File: src/rtl/seq_divider_32_if.sv
// Start/busy/done handshake between the EX-stage issue logic and the iterative divider.
// The issuer holds the master modport; the divider is the slave.
interface seq_divider_32_if #(
  parameter int WIDTH = 32
);
  logic             start;
  logic             is_signed;
  logic [WIDTH-1:0] dividend;
  logic [WIDTH-1:0] divisor;
  logic             busy;
  logic             done;
  logic [WIDTH-1:0] quotient;
  logic [WIDTH-1:0] remainder;
  logic             div_by_zero;

  modport master (
    output start, is_signed, dividend, divisor,
    input  busy, done, quotient, remainder, div_by_zero
  );

  modport slave (
    input  start, is_signed, dividend, divisor,
    output busy, done, quotient, remainder, div_by_zero
  );
endinterface

File: src/rtl/seq_divider_32.sv
// Iterative 32-bit restoring divider (DIV/DIVU/REM/REMU) for the EX stage.
// One trial subtract per cycle on operand magnitudes; signs are restored in FIX.

module subtractor_32_bit (
  input  logic [31:0] A,
  input  logic [31:0] B,
  output logic [31:0] Diff,
  output logic        BorrowOut
);
  // BorrowOut is the carry of A + ~B + 1: 1 means A >= B (no borrow).
  assign {BorrowOut, Diff} = {1'b0, A} + {1'b0, ~B} + 33'd1;
endmodule

module seq_divider_32 #(
  parameter int WIDTH = 32,
  parameter int CNT_W = 6
) (
  input  logic             clk,
  input  logic             rst_n,
  seq_divider_32_if.slave  bus
);
  typedef enum logic [1:0] {S_IDLE, S_RUN, S_FIX, S_DONE} state_t;

  state_t           r_state;
  logic [WIDTH-1:0] r_rem;
  logic [WIDTH-1:0] r_q;
  logic [WIDTH-1:0] r_b;
  logic [CNT_W-1:0] r_cnt;
  logic             r_neg_q;
  logic             r_neg_r;
  logic             r_zero;
  logic             r_busy;
  logic             r_done;
  logic             r_dbz;
  logic [WIDTH-1:0] r_quot;
  logic [WIDTH-1:0] r_remo;

  logic [WIDTH-1:0] w_shifted;
  logic [WIDTH-1:0] w_diff;
  logic             w_bout;
  logic             w_carry;
  logic             w_ge;
  logic             w_a_neg;
  logic             w_b_neg;
  logic [WIDTH-1:0] w_a_mag;
  logic [WIDTH-1:0] w_b_mag;

  assign w_a_neg = bus.is_signed & bus.dividend[WIDTH-1];
  assign w_b_neg = bus.is_signed & bus.divisor[WIDTH-1];
  // 0x8000_0000 negates to itself, which is the correct unsigned magnitude.
  assign w_a_mag = w_a_neg ? (~bus.dividend + 1'b1) : bus.dividend;
  assign w_b_mag = w_b_neg ? (~bus.divisor  + 1'b1) : bus.divisor;

  assign w_shifted = {r_rem[WIDTH-2:0], r_q[WIDTH-1]};
  assign w_carry   = r_rem[WIDTH-1];

  subtractor_32_bit u_sub (
    .A         (w_shifted),
    .B         (r_b),
    .Diff      (w_diff),
    .BorrowOut (w_bout)
  );

  // The shifted-out bit makes the partial remainder 33 bits wide; if set it
  // always exceeds |b|.
  assign w_ge = w_carry | w_bout;

  always_ff @(posedge clk or negedge rst_n) begin
    if (!rst_n) begin
      r_state <= S_IDLE;
      r_rem   <= '0;
      r_q     <= '0;
      r_b     <= '0;
      r_cnt   <= '0;
      r_neg_q <= 1'b0;
      r_neg_r <= 1'b0;
      r_zero  <= 1'b0;
      r_busy  <= 1'b0;
      r_done  <= 1'b0;
      r_dbz   <= 1'b0;
      r_quot  <= '0;
      r_remo  <= '0;
    end else begin
      r_done <= 1'b0;
      case (r_state)
        S_IDLE: begin
          if (bus.start) begin
            r_busy  <= 1'b1;
            r_dbz   <= 1'b0;
            r_rem   <= '0;
            r_cnt   <= '0;
            r_b     <= w_b_mag;
            r_neg_q <= w_a_neg ^ w_b_neg;
            r_neg_r <= w_a_neg;
            r_zero  <= (bus.divisor == '0);
            // Divide-by-zero skips the iterations; r_q carries the raw
            // dividend through to the remainder output.
            if (bus.divisor == '0) begin
              r_q     <= bus.dividend;
              r_state <= S_FIX;
            end else begin
              r_q     <= w_a_mag;
              r_state <= S_RUN;
            end
          end
        end
        S_RUN: begin
          r_rem <= w_ge ? w_diff : w_shifted;
          r_q   <= {r_q[WIDTH-2:0], w_ge};
          r_cnt <= r_cnt + 1'b1;
          if (r_cnt == CNT_W'(WIDTH - 1)) r_state <= S_FIX;
        end
        S_FIX: begin
          if (r_zero) begin
            r_quot <= '1;
            r_remo <= r_q;
            r_dbz  <= 1'b1;
          end else begin
            r_quot <= r_neg_q ? (~r_q   + 1'b1) : r_q;
            r_remo <= r_neg_r ? (~r_rem + 1'b1) : r_rem;
          end
          r_busy  <= 1'b0;
          r_done  <= 1'b1;
          r_state <= S_DONE;
        end
        S_DONE: r_state <= S_IDLE;
        default: r_state <= S_IDLE;
      endcase
    end
  end

  assign bus.busy        = r_busy;
  assign bus.done        = r_done;
  assign bus.quotient    = r_quot;
  assign bus.remainder   = r_remo;
  assign bus.div_by_zero = r_dbz;
endmodule

File: src/flat_wrapper.sv
// flat-port wrapper written by rule: the top's interface ports become plain ports
module seq_divider_32_flat 
#(
  parameter int WIDTH = 32,
  parameter int CNT_W = 6
)
  (clk, rst_n, bus_start, bus_is_signed, bus_dividend, bus_divisor, bus_busy, bus_done, bus_quotient, bus_remainder, bus_div_by_zero);
  seq_divider_32_if #(.WIDTH(WIDTH)) bus_i ();
  input  logic clk;
  input  logic rst_n;
  input wire logic [$bits(bus_i.start)-1:0] bus_start;
  input wire logic [$bits(bus_i.is_signed)-1:0] bus_is_signed;
  input wire logic [$bits(bus_i.dividend)-1:0] bus_dividend;
  input wire logic [$bits(bus_i.divisor)-1:0] bus_divisor;
  output wire logic [$bits(bus_i.busy)-1:0] bus_busy;
  output wire logic [$bits(bus_i.done)-1:0] bus_done;
  output wire logic [$bits(bus_i.quotient)-1:0] bus_quotient;
  output wire logic [$bits(bus_i.remainder)-1:0] bus_remainder;
  output wire logic [$bits(bus_i.div_by_zero)-1:0] bus_div_by_zero;
  assign bus_i.start = bus_start;
  assign bus_i.is_signed = bus_is_signed;
  assign bus_i.dividend = bus_dividend;
  assign bus_i.divisor = bus_divisor;
  assign bus_busy = bus_i.busy;
  assign bus_done = bus_i.done;
  assign bus_quotient = bus_i.quotient;
  assign bus_remainder = bus_i.remainder;
  assign bus_div_by_zero = bus_i.div_by_zero;
  seq_divider_32 #(.WIDTH(WIDTH), .CNT_W(CNT_W)) u_core (.clk(clk), .rst_n(rst_n), .bus(bus_i));
endmodule
File: config.mk
export PLATFORM = sky130hd
export DESIGN_NAME = seq_divider_32_flat
export DESIGN_NICKNAME = d
export VERILOG_FILES = /design/src/rtl/seq_divider_32_if.sv /design/src/rtl/seq_divider_32.sv /design/src/flat_wrapper.sv
export SDC_FILE = /design/constraint.sdc
export NUM_CORES = 1
export LEC_CHECK = 0
export ABC_AREA = 1
export CORE_ASPECT_RATIO = 1.2
export CORE_MARGIN = 2
export CORE_UTILIZATION = 53
export DETAILED_ROUTE_END_ITERATION = 8
export PLACE_DENSITY = 0.84
export SYNTH_ARGS = -nofsm -noshare
export SYNTH_HDL_FRONTEND = slang
export SYNTH_SLANG_ARGS = --single-unit
File: constraint.sdc
create_clock -name clk -period 2.3 [get_ports clk]
set_input_delay 0.46 -clock clk [delete_from_list [all_inputs] [get_ports clk]]
set_output_delay 0.46 -clock clk [all_outputs]
set_load 0.01 [all_outputs]
### After elaboration in Yosys (flattened, before gate mapping)

Index checks and enable logic that the tools add are counted.

* flip-flop bits (word level): 174
* bits of input ports: 68
* output and inout bits: 67

* add/sub/neg operators: 7
* eq/ne operators: 7
* muxes and demuxes: 24
* bitwise logic cells: 9
* reductions and logical operators: 9

Operators with widths (number)
* two-way mux 32 bit: 10
* NOT 32 bit: 5
* adder 32 x 1 -> 32 bit (second input constant): 4
* case mux 32 bit (2 select lines): 2
* adder 32 x 32 -> 33 bit: 1
* adder 33 x 1 -> 33 bit (second input constant): 1
* zero test 32 bit: 1
* case mux 6 bit (2 select lines): 1
* case mux 2 bit (4 select lines): 1
* AND reduction 2 bit: 4
* adder 6 x 1 -> 6 bit (second input constant): 1
* == test 6 x 5 -> 1 bit (second input constant): 1
* two-way mux 2 bit: 3
* two-way mux 6 bit: 1
* == test 2 bit (second input constant): 2
* two-way mux 1 bit: 4
* inequality test 2 x 1 -> 1 bit (second input constant): 2
* case mux 1 bit (2 select lines): 2
* nonzero test 2 bit: 2
* AND reduction 3 bit: 1
* bitwise AND 1 bit: 2
* == test 2 x 1 -> 1 bit (second input constant): 1
* zero test 2 bit: 1
* inequality test 2 bit (second input constant): 1
* other kinds (2): 2

### Depth between registers and ports, before layout

* word-level depth: 6
* depth in mapped cells: 18
* gate-level depth less buffers: 16

### Hierarchy

Synthesis repeated with hierarchy kept, for this count alone.

* cells, all modules: 2197
* area total of the unflattened synthesis: 13862.0 um2

By module, submodules not included
* seq_divider_32: instances 1, cells each 1650, area each 11303.3 um2
* subtractor_32_bit: instances 1, cells each 547, area each 2558.7 um2

### Worst setup path after synthesis

No wires, ideal clock.

* path kind: register to register
* from: register u_core.r_q[31]
* to: register u_core.r_rem[11]
* setup time: 116 ps
* arrival time: 2067 ps
* slack: 117 ps
* stages on the path, launching flop included: 18
* path buffers: 2
* clock period less this slack: 2183 ps
* path through: dfrtp_1 -> inv_1 -> ha_1 -> fa_1 -> inv_1 -> nand2_1 -> nand2_1 -> nand3_1 -> nand2_2 -> nand2_1 -> nand2_2 -> nand2_4 -> nand3_4 -> buf_8 -> buf_6 -> o21ai_0 -> nand2_1 -> nand2_1

* cells in the longest elaborated chain, start to end: 5

RTL lines
* start, declared: line seq_divider_32.sv:26 `logic [WIDTH-1:0] r_q;`
* start signal, assigned: line seq_divider_32.sv:99 `r_q <= bus.dividend;`
* start signal, assigned: line seq_divider_32.sv:102 `r_q <= w_a_mag;`
* start signal, assigned: line seq_divider_32.sv:109 `r_q <= {r_q[WIDTH-2:0], w_ge};`
* adder 32 x 32 -> 33 bit (*): line seq_divider_32.sv:11 `assign {BorrowOut, Diff} = {1'b0, A} + {1'b0, ~B} + 33'd1;`
* adder 33 x 1 -> 33 bit (*): line seq_divider_32.sv:11
* bitwise OR 1 bit: line seq_divider_32.sv:66 `assign w_ge = w_carry | w_bout;`
* two-way mux 32 bit (*): line seq_divider_32.sv:108 `r_rem <= w_ge ? w_diff : w_shifted;`
* case mux 32 bit (2 select lines) (*): line seq_divider_32.sv:85 `case (r_state)`
* end signal, assigned: line seq_divider_32.sv:108
* end, declared: line seq_divider_32.sv:25 `logic [WIDTH-1:0] r_rem;`

Every way passes the cells marked *; elsewhere a longest branch is shown, timed or not.
A chain may end at the register's enable or synchronous reset.

### Final worst setup path

* from: register u_core.r_b[0]
* to: register u_core.r_rem[13]

* cells in the longest elaborated chain, start to end: 6

RTL lines
* start, declared: line seq_divider_32.sv:27 `logic [WIDTH-1:0] r_b;`
* start signal, assigned: line seq_divider_32.sv:92 `r_b <= w_b_mag;`
* NOT 32 bit (*): line seq_divider_32.sv:11
* adder 32 x 32 -> 33 bit (*): line seq_divider_32.sv:11
* adder 33 x 1 -> 33 bit (*): line seq_divider_32.sv:11
* bitwise OR 1 bit: line seq_divider_32.sv:66
* two-way mux 32 bit (*): line seq_divider_32.sv:108
* case mux 32 bit (2 select lines) (*): line seq_divider_32.sv:85

Marks and branches as above.

==> impl_table.tex <==
\begin{tabular}{lr}
\hline
Metric & Value \\
\hline
\multicolumn{2}{l}{\textbf{Logic synthesis}} \\
\quad Distinct cells, synth & 44 \\
\quad Most common cell in the netlist & sky130\_fd\_sc\_hd\_\_nand2\_1 \\
\quad Post-synthesis cell area & 13750 sq um \\
\quad Xor/xnor cell area share of the yosys netlist & 2.867\% \\
\quad Ys Warns & 0 \\
\quad Sequential share of the synthesized area & 31.67\% \\
\quad Dominant combinational cell family by area after synthesis & simple AND/OR/NAND/NOR gates \\
\quad Average cell area after synthesis & 6.168 sq um \\
\quad Post-synthesis instance total & 2229 \\
\quad Fraction of synthesis flops using an asynchronous set or reset pin & 100.0\% \\
\quad Number of enable flip-flop cells after synthesis & 0 \\
\quad Post-synth top area share & 31.67\% \\
\quad Most used flip-flop cell after synthesis & sky130\_fd\_sc\_hd\_\_dfrtp\_1 \\
\quad Top cells by instance count after synthesis & sky130\_fd\_sc\_hd\_\_nand2\_1 (721), sky130\_fd\_sc\_hd\_\_inv\_1 (314), sky130\_fd\_sc\_hd\_\_nand3\_1 (238) \\
\quad Post-synthesis net count & 2338 \\
\quad Leading area contributor after synthesis & sky130\_fd\_sc\_hd\_\_dfrtp\_1 \\
\quad Area fraction in compound gates after synthesis & 11.00\% \\
\quad Adder and majority gate portion of the synthesized area & 3.786\% \\
\quad Dominant cells by area after synthesis & sky130\_fd\_sc\_hd\_\_dfrtp\_1 (32\%), sky130\_fd\_sc\_hd\_\_nand2\_1 (20\%), sky130\_fd\_sc\_hd\_\_nand3\_1 (8.7\%) \\
\quad Fraction of synthesized area in multiplexers & 0\% \\
\quad Flop and latch count out of synthesis & 174 \\
\quad Basic-gate share of the synthesized area counting and, or, nand and nor cells & 39.45\% \\
\multicolumn{2}{l}{\textbf{Finish}} \\
\quad Finished Core Util & 70.98\% \\
\quad Net count of the finished layout & 2596 \\
\quad Share of post-route cells with drive strength above 1 & 13.97\% \\
\quad Growth of design area from synthesis to finish & 31.46\% \\
\quad Fillcell total & 2089 \\
\quad Count of antenna diodes in the layout & 0 \\
\multicolumn{2}{l}{\textbf{Global routing}} \\
\quad Global-route track usage on met3 & 5.241\% \\
\quad Total gr overflow & 0 \\
\quad Busiest metal layer after global routing & met2 \\
\quad Pin count of the biggest net entering global routing & 63 \\
\quad Number of antenna violations at the first check in global routing & 0 \\
\quad Wire length of the first global-routing pass & 75290 um \\
\quad Met1 layer usage reported by global route & 41.91\% \\
\quad Met2 Resource Use GR & 59.56\% \\
\quad Vias in the first global route & 14950 \\
\quad GRT Util Overall & 35.07\% \\
\multicolumn{2}{l}{\textbf{Routing}} \\
\quad Vias & 16050 \\
\quad Detailed-routing iteration count for the pre-antenna-repair pass & 5 \\
\quad DRC violations left & 0 \\
\quad Routed wire length & 49710 um \\
\quad Number of nets with antenna violations after routing & 0 \\
\quad Vias/cell & 5.672 \\
\quad Number of design-rule violations left by the first detailed-router iteration & 1601 \\
\quad Routed length per instance & 17.57 um \\
\multicolumn{2}{l}{\textbf{Status}} \\
\quad Status & complete, but fails checks \\
\quad Violations in the final reports & negative setup slack \\
\multicolumn{2}{l}{\textbf{Placement}} \\
\quad IO buf count & 134 \\
\quad Post-placement setup slack & -154.4 ps \\
\quad Total half-perimeter wirelength after legalization and detailed placement & 37450 um \\
\quad Placer Congestion & 1.019 \\
\multicolumn{2}{l}{\textbf{Setup path}} \\
\quad Capture point of the worst path & u\_core.r\_rem[13] \\
\quad R2R Setup Slk & -10 ps \\
\quad Cell count of the worst reg-to-reg path & 14 \\
\quad Slowest CP cell & sky130\_fd\_sc\_hd\_\_dfrtp\_1 \\
\quad Critical Path Most Common Cell & sky130\_fd\_sc\_hd\_\_nand2\_1 \\
\quad Maximum single-stage delay on the critical path & 420 ps \\
\quad Required time at the endpoint of the critical path & 2640 ps \\
\quad Crit path launch & u\_core.r\_b[0] \\
\quad Endpoint of the worst register-to-register path & u\_core.r\_rem[13] \\
\quad Startpoint-to-endpoint class of the critical path & reg2reg \\
\quad Worst r2r src & u\_core.r\_b[0] \\
\quad Worst path arrival time & 2660 ps \\
\quad Crit path launch type & flop \\
\quad Cell breakdown of the critical path & ha\_4 -> buf\_4 -> buf\_4 -> inv\_1 -> nand3\_1 -> nand2\_2 -> nand2\_1 -> nand2\_1 -> nand2\_1 -> nand2\_1 -> xor2\_1 -> nand2\_1 -> nand3\_1 -> o21ai\_1 \\
\quad Nature of the critical path endpoint & flop \\
\quad Critical path peak fanout & 4 \\
\multicolumn{2}{l}{\textbf{Pwr}} \\
\quad Power Dens Cells & 1715 nW/um\^{}2 \\
\quad Leakage dissipation & 9.132 nW \\
\quad Worst supply voltage drop on vdd & 725.0 uV \\
\multicolumn{2}{l}{\textbf{Floorplanning}} \\
\quad Area inside the core boundary & 25460 sq um \\
\quad Area of the die & 27250 sq um \\
\quad Width of the chip & 151.0 um \\
\quad Die Height & 180.4 um \\
\quad Standard-cell row count & 64 \\
\quad Top Ports & 135 \\
\quad Initial core utilization & 53.99\% \\
\multicolumn{2}{l}{\textbf{Timing}} \\
\quad Clock Skews & 11.64 ps \\
\quad Final worst slack & -13.57 ps \\
\quad Number of setup violations in the final report & 1 \\
\quad Actual slew at the worst max-slew pin & 667.8 ps \\
\quad Worst rel slew slack & 55.01\% \\
\quad Final Cycle Share & 100.6\% \\
\quad Final hold vios & 0 \\
\quad Post-layout min period & 2314 ps \\
\quad Unrepaired setup endpoints after global routing & yes \\
\quad Setup total negative slack & -13.57 ps \\
\quad Count of final max-slew check failures & 0 \\
\quad Max Freq & 0.4322 GHz \\
\multicolumn{2}{l}{\textbf{CTS}} \\
\quad Clock H-tree levels & 4 \\
\quad Max clock buf depth & 2 \\
\quad Clock transition at the registers of the reported paths & 70 ps \\
\quad Clock root cell & sky130\_fd\_sc\_hd\_\_clkbuf\_16 \\
\quad Total CTS buffers & 17 \\
\quad Clock tree from TritonCTS & built \\
\quad Worst-skew pair later-pin latency & 460 ps \\
\quad Number of sinks driven by the clock tree & 174 \\
\multicolumn{2}{l}{\textbf{Job}} \\
\quad Total of max-cap violations & 0 \\
\multicolumn{2}{l}{\textbf{Worst hold path}} \\
\quad Worst hold path type & in2async \\
\hline
\end{tabular}
## layout make-up
| cell class | count | area [sq um] | share of cell area (%) |
|---|---|---|---|
| well taps | 330 | 412.9 | 2.285 |
| clock inverters | 14 | 251.5 | 1.391 |
| multi-input cells | 1660 | 8504 | 47.05 |
| repair buffers | 309 | 2898 | 16.03 |
| clock buffers | 17 | 425.4 | 2.354 |
| flip-flops and latches | 174 | 4358 | 24.11 |
| inverters | 325 | 1224 | 6.770 |
## layer usage
layer	share of wire (%)	wire, um
met5	0	0
met4	6.5	3246
met3	7.5	3745
met2	49	24190
met1	37	18520
## worst min-delay path by stage
stage | startpoint | to | slack, ps | cells after the start
global route | u_core.bus.remainder[16] | u_core.bus.remainder[16] | 510 | 2
floorplan | rst_n | u_core.bus.busy | 160 | 0
finish | rst_n | u_core.bus.remainder[27] | 480 | 2
CTS | u_core.bus.remainder[2] | u_core.bus.remainder[2] | 480 | 2
detailed placement | rst_n | u_core.bus.remainder[25] | 390 | 1
global placement | rst_n | u_core.bus.remainder[27] | 380 | 1
## flip-flops by register name, summed over array words and instances (netlist names)
register / count
u_core.r_neg_r: 1
u_core.bus.remainder: 32
u_core.r_q: 32
u_core.r_neg_q: 1
u_core.bus.done: 1
u_core.bus.quotient: 32
u_core.r_rem: 32
u_core.r_zero: 1
u_core.r_b: 32
u_core.bus.div_by_zero: 1
u_core.r_state: 2
u_core.r_cnt: 6
u_core.bus.busy: 1
## power by group
part	internal [mW]	switching (mW)	leakage, nW
combinational	8.56	13.0	6.70
clock	2.06	1.38	0.327
sequential	4.52	1.48	2.10
total	15.1	15.9	9.13
## through the flow
| step | hold slack (ps) | cell area (sq um) | total power [mW] | std cells |
|---|---|---|---|---|
| 6_report | 481.3 | 18070 | 30.99 | 2829 |
| 5_1_grt | 508.7 | 18070 | 33.15 | 2829 |
| 4_1_cts | 483.8 | 17230 | 27.79 | 2809 |
| 3_5_place_dp | 388.7 | 16480 | 23.95 | 2775 |
| 3_3_place_gp | 383.9 | 16480 | 23.48 | 2775 |
| 2_1_floorplan | 164.4 | 13750 | 17.39 | 2229 |
## kinds of logic after synthesis
| logic type | after synthesis |
|---|---|
| xor+xnor | 45 |
| fa+ha+maj | 41 |
| compound gates | 281 |
| buf+inv | 396 |
| flops | 174 |
| simple gates | 1292 |
## worst max-delay path: cells and delay by family (launching register included)
kind / cells / cell delay, ps
simple gates: 8 / 960
xor+xnor: 1 / 260
flops: 1 / 420
fa+ha+maj: 1 / 180
compound gates: 1 / 70
buf+inv: 3 / 340
## timing repair
item,4_1_cts,5_1_grt
cloned,2,6
pin swaps,0,24
setup endpoints to repair,14,38
buffers inserted,0,14
gates resized for setup,8,127
hold buffers,1,0
endpoints found under the hold margin,30,0
## cells in the final DEF, fill, tap and decap left out, drive strengths merged, types with 104 or more instances in the layout
cell type      count
dfrtp            174
nand2            727
clkdlybuf4s50    133
nor2             238
buf              171
o21ai            129
inv              327
a21oi            104
nand3            240
No activity file was read; power rests on OpenSTA's default activity.
==> patch, RTL diff (same flow settings) <==
`CNT_W` is set to 6 in 2 places; all go to 12.
--- a/src/rtl/seq_divider_32.sv
+++ b/src/rtl/seq_divider_32.sv
@@ -15,3 +15,3 @@
   parameter int WIDTH = 32,
-  parameter int CNT_W = 6
+  parameter int CNT_W = 12
 ) (
--- a/src/flat_wrapper.sv
+++ b/src/flat_wrapper.sv
@@ -4,3 +4,3 @@
   parameter int WIDTH = 32,
-  parameter int CNT_W = 6
+  parameter int CNT_W = 12
 )
Behaviour: no difference found for any inputs over 10 cycles, from zero or initial values and one cycle with rst_n low; that may be too few to reach the edited logic, so the function may still have changed.
==> patch against the original RTL <==
- wire length fell by 0.39%
- maximum frequency fell by 1.4%
- clock power fell by 13%
- largest cell class unchanged
- critical path depth rose by 3
- area after synthesis rose by 4.2%
- setup slack got worse by 0.034 ns
- combinational power fell by 5%
- sequential cell count rose by 6
- design area rose by 0.41%
- worst hold slack improved by 0.00062 ns
- clock skew barely moved
- total power fell by 4.1%
- the flow still finishes with violations (negative setup slack)
- first-iteration DRC count rose by 7.9%
==> patch: results (changes against the original RTL) <==
Parameter                              Value

Status
  Run status    complete, but fails checks
  Violations in the final reports    negative setup slack

Timing
  Final worst slack    -0.0471 ns (-0.0335 ns)
  Final Setup Violations    20 (+19)
  Final sum of negative setup slack    -0.345 ns (-0.332 ns)
  Tightest Pin Transition    0.539 ns (-0.128 ns)

Global route
  Global Route met3 Usage    4.91% (-0.33 points)
  Vias in the first global route    15,163 (+1.5%)
  Number of antenna violations at the first check in global routing    1 (+1)
  Global Route met2 Usage    54.1% (-5.4 points)
  Met1 Track Usage GR    46.8% (+4.9 points)
  Global-route wire length before repair    77,900 um (+3.5%)

Pwr
  Switching part of the total power    52.7% (+1.6 points)
  Maximum vdd ir drop    0.000814 V (+12%)
  Static leakage    9.35 nW (+2.3%)
  Power drawn by the combinational cells    20.5 mW (-5%)

Placement
  Post-place setup slack    -0.603 ns (-0.449 ns)
  Detail Placement HPWL    37,400 um (-0.15%)
  Weighted congestion reported at the end of routability-driven placement    1.02 (-0.28%)
  Cell Count Post-Placement    2,860 (+3.1%)

Worst hold path
  Path class of the lowest-slack min-delay path    reg2reg

Logic synthesis
  Mapped Avg Cell Area    6.20 um^2 (+0.48%)
  Ranking of synthesized cells by area    sky130_fd_sc_hd__dfrtp_1 31%, sky130_fd_sc_hd__nand2_1 20%, sky130_fd_sc_hd__nand3_1 9.7%
  Synthesized Nets    2,421 (+3.6%)
  Share of the yosys chip area belonging to registers    31.4% (-0.24 points)

Routing
  Detailed-routed wire length on met2    21,800 um (-9.9%)
  Total number of vias    16,458 (+2.6%)
  Via count normalized by instance count    5.66 (-0.22%)
  Met3 layer wire length in the routed design    4480 um (+20%)
  Per-cell routed wire length    17.0 um (-3.1%)
  Initial detailed-routing violation count    1,727 (+7.9%)

Critical path
  Worst-path fanout max    6 (+2)
  WP data arrival    2.69 ns (+0.03 ns)

Cells and area
  Number of nets in the layout    2,669 (+2.8%)
  Fraction of final layout cells sized beyond drive strength 1    12.4% (-1.6 points)
patch: cell types whose count changed after synthesis, sizes merged, moves of 13 or more:
cell / before / now
inv: 321 / 342
nand2: 727 / 753
nand3: 239 / 280
nand3b: 4 / 17
nor2: 238 / 218
patch: repair_timing:
action,in CTS,in global routing
hold endpoints to repair,47,0
setup buffers,8,8
gates resized for setup,35,64
hold buffers,1,0
endpoints found under the setup margin,57,59
pin swaps,15,25
gates cloned,3,2
patch: path summary, 6_finish.rpt:
path | start | to | cells after the start
setup reg to reg | u_core.r_q[31] | u_core.r_rem[30] | 17
hold / removal | u_core.bus.remainder[8] | u_core.bus.remainder[8] | 2
hold reg to reg | u_core.bus.remainder[8] | u_core.bus.remainder[8] | 2
max in group asynchronous | rst_n | u_core.bus.quotient[29] | 3
setup / recovery | u_core.r_q[31] | u_core.r_rem[30] | 17
min in group asynchronous | rst_n | u_core.r_b[2] | 2
patch: cell families (layout without fill, tap and decap cells):
| group | Yosys count | after routing | synth area share [%] |
|---|---|---|---|
| and+or+nand+nor | 1357 | 1360 | 40.5 |
| buffers and inverters | 418 | 676 | 11.6 |
| AOI/OAI and AO/OA | 269 | 269 | 9.96 |
| DFF | 180 | 180 | 31.4 |
| xor gates and xnor gates | 47 | 47 | 2.87 |
| adders and majority gates | 41 | 41 | 3.63 |
patch: through the flow:
step	hold slack, ns	total power [mW]
finish	0.482	29.7
global route	0.493	32.0
CTS	0.485	28.4
detailed placement	0.454	24.3
global placement	0.446	23.8
floorplan	0.164	17.7
patch: area by class of cell:
type	instances	area, um^2	share of cell area (%)
clock buffers	17	425	2.34
clock inverters	15	160	0.883
well taps	335	419	2.31
inverters	345	1290	7.14
repair buffers	299	2750	15.1
flip-flops and latches	180	4510	24.8
multi-input cells	1717	8590	47.4
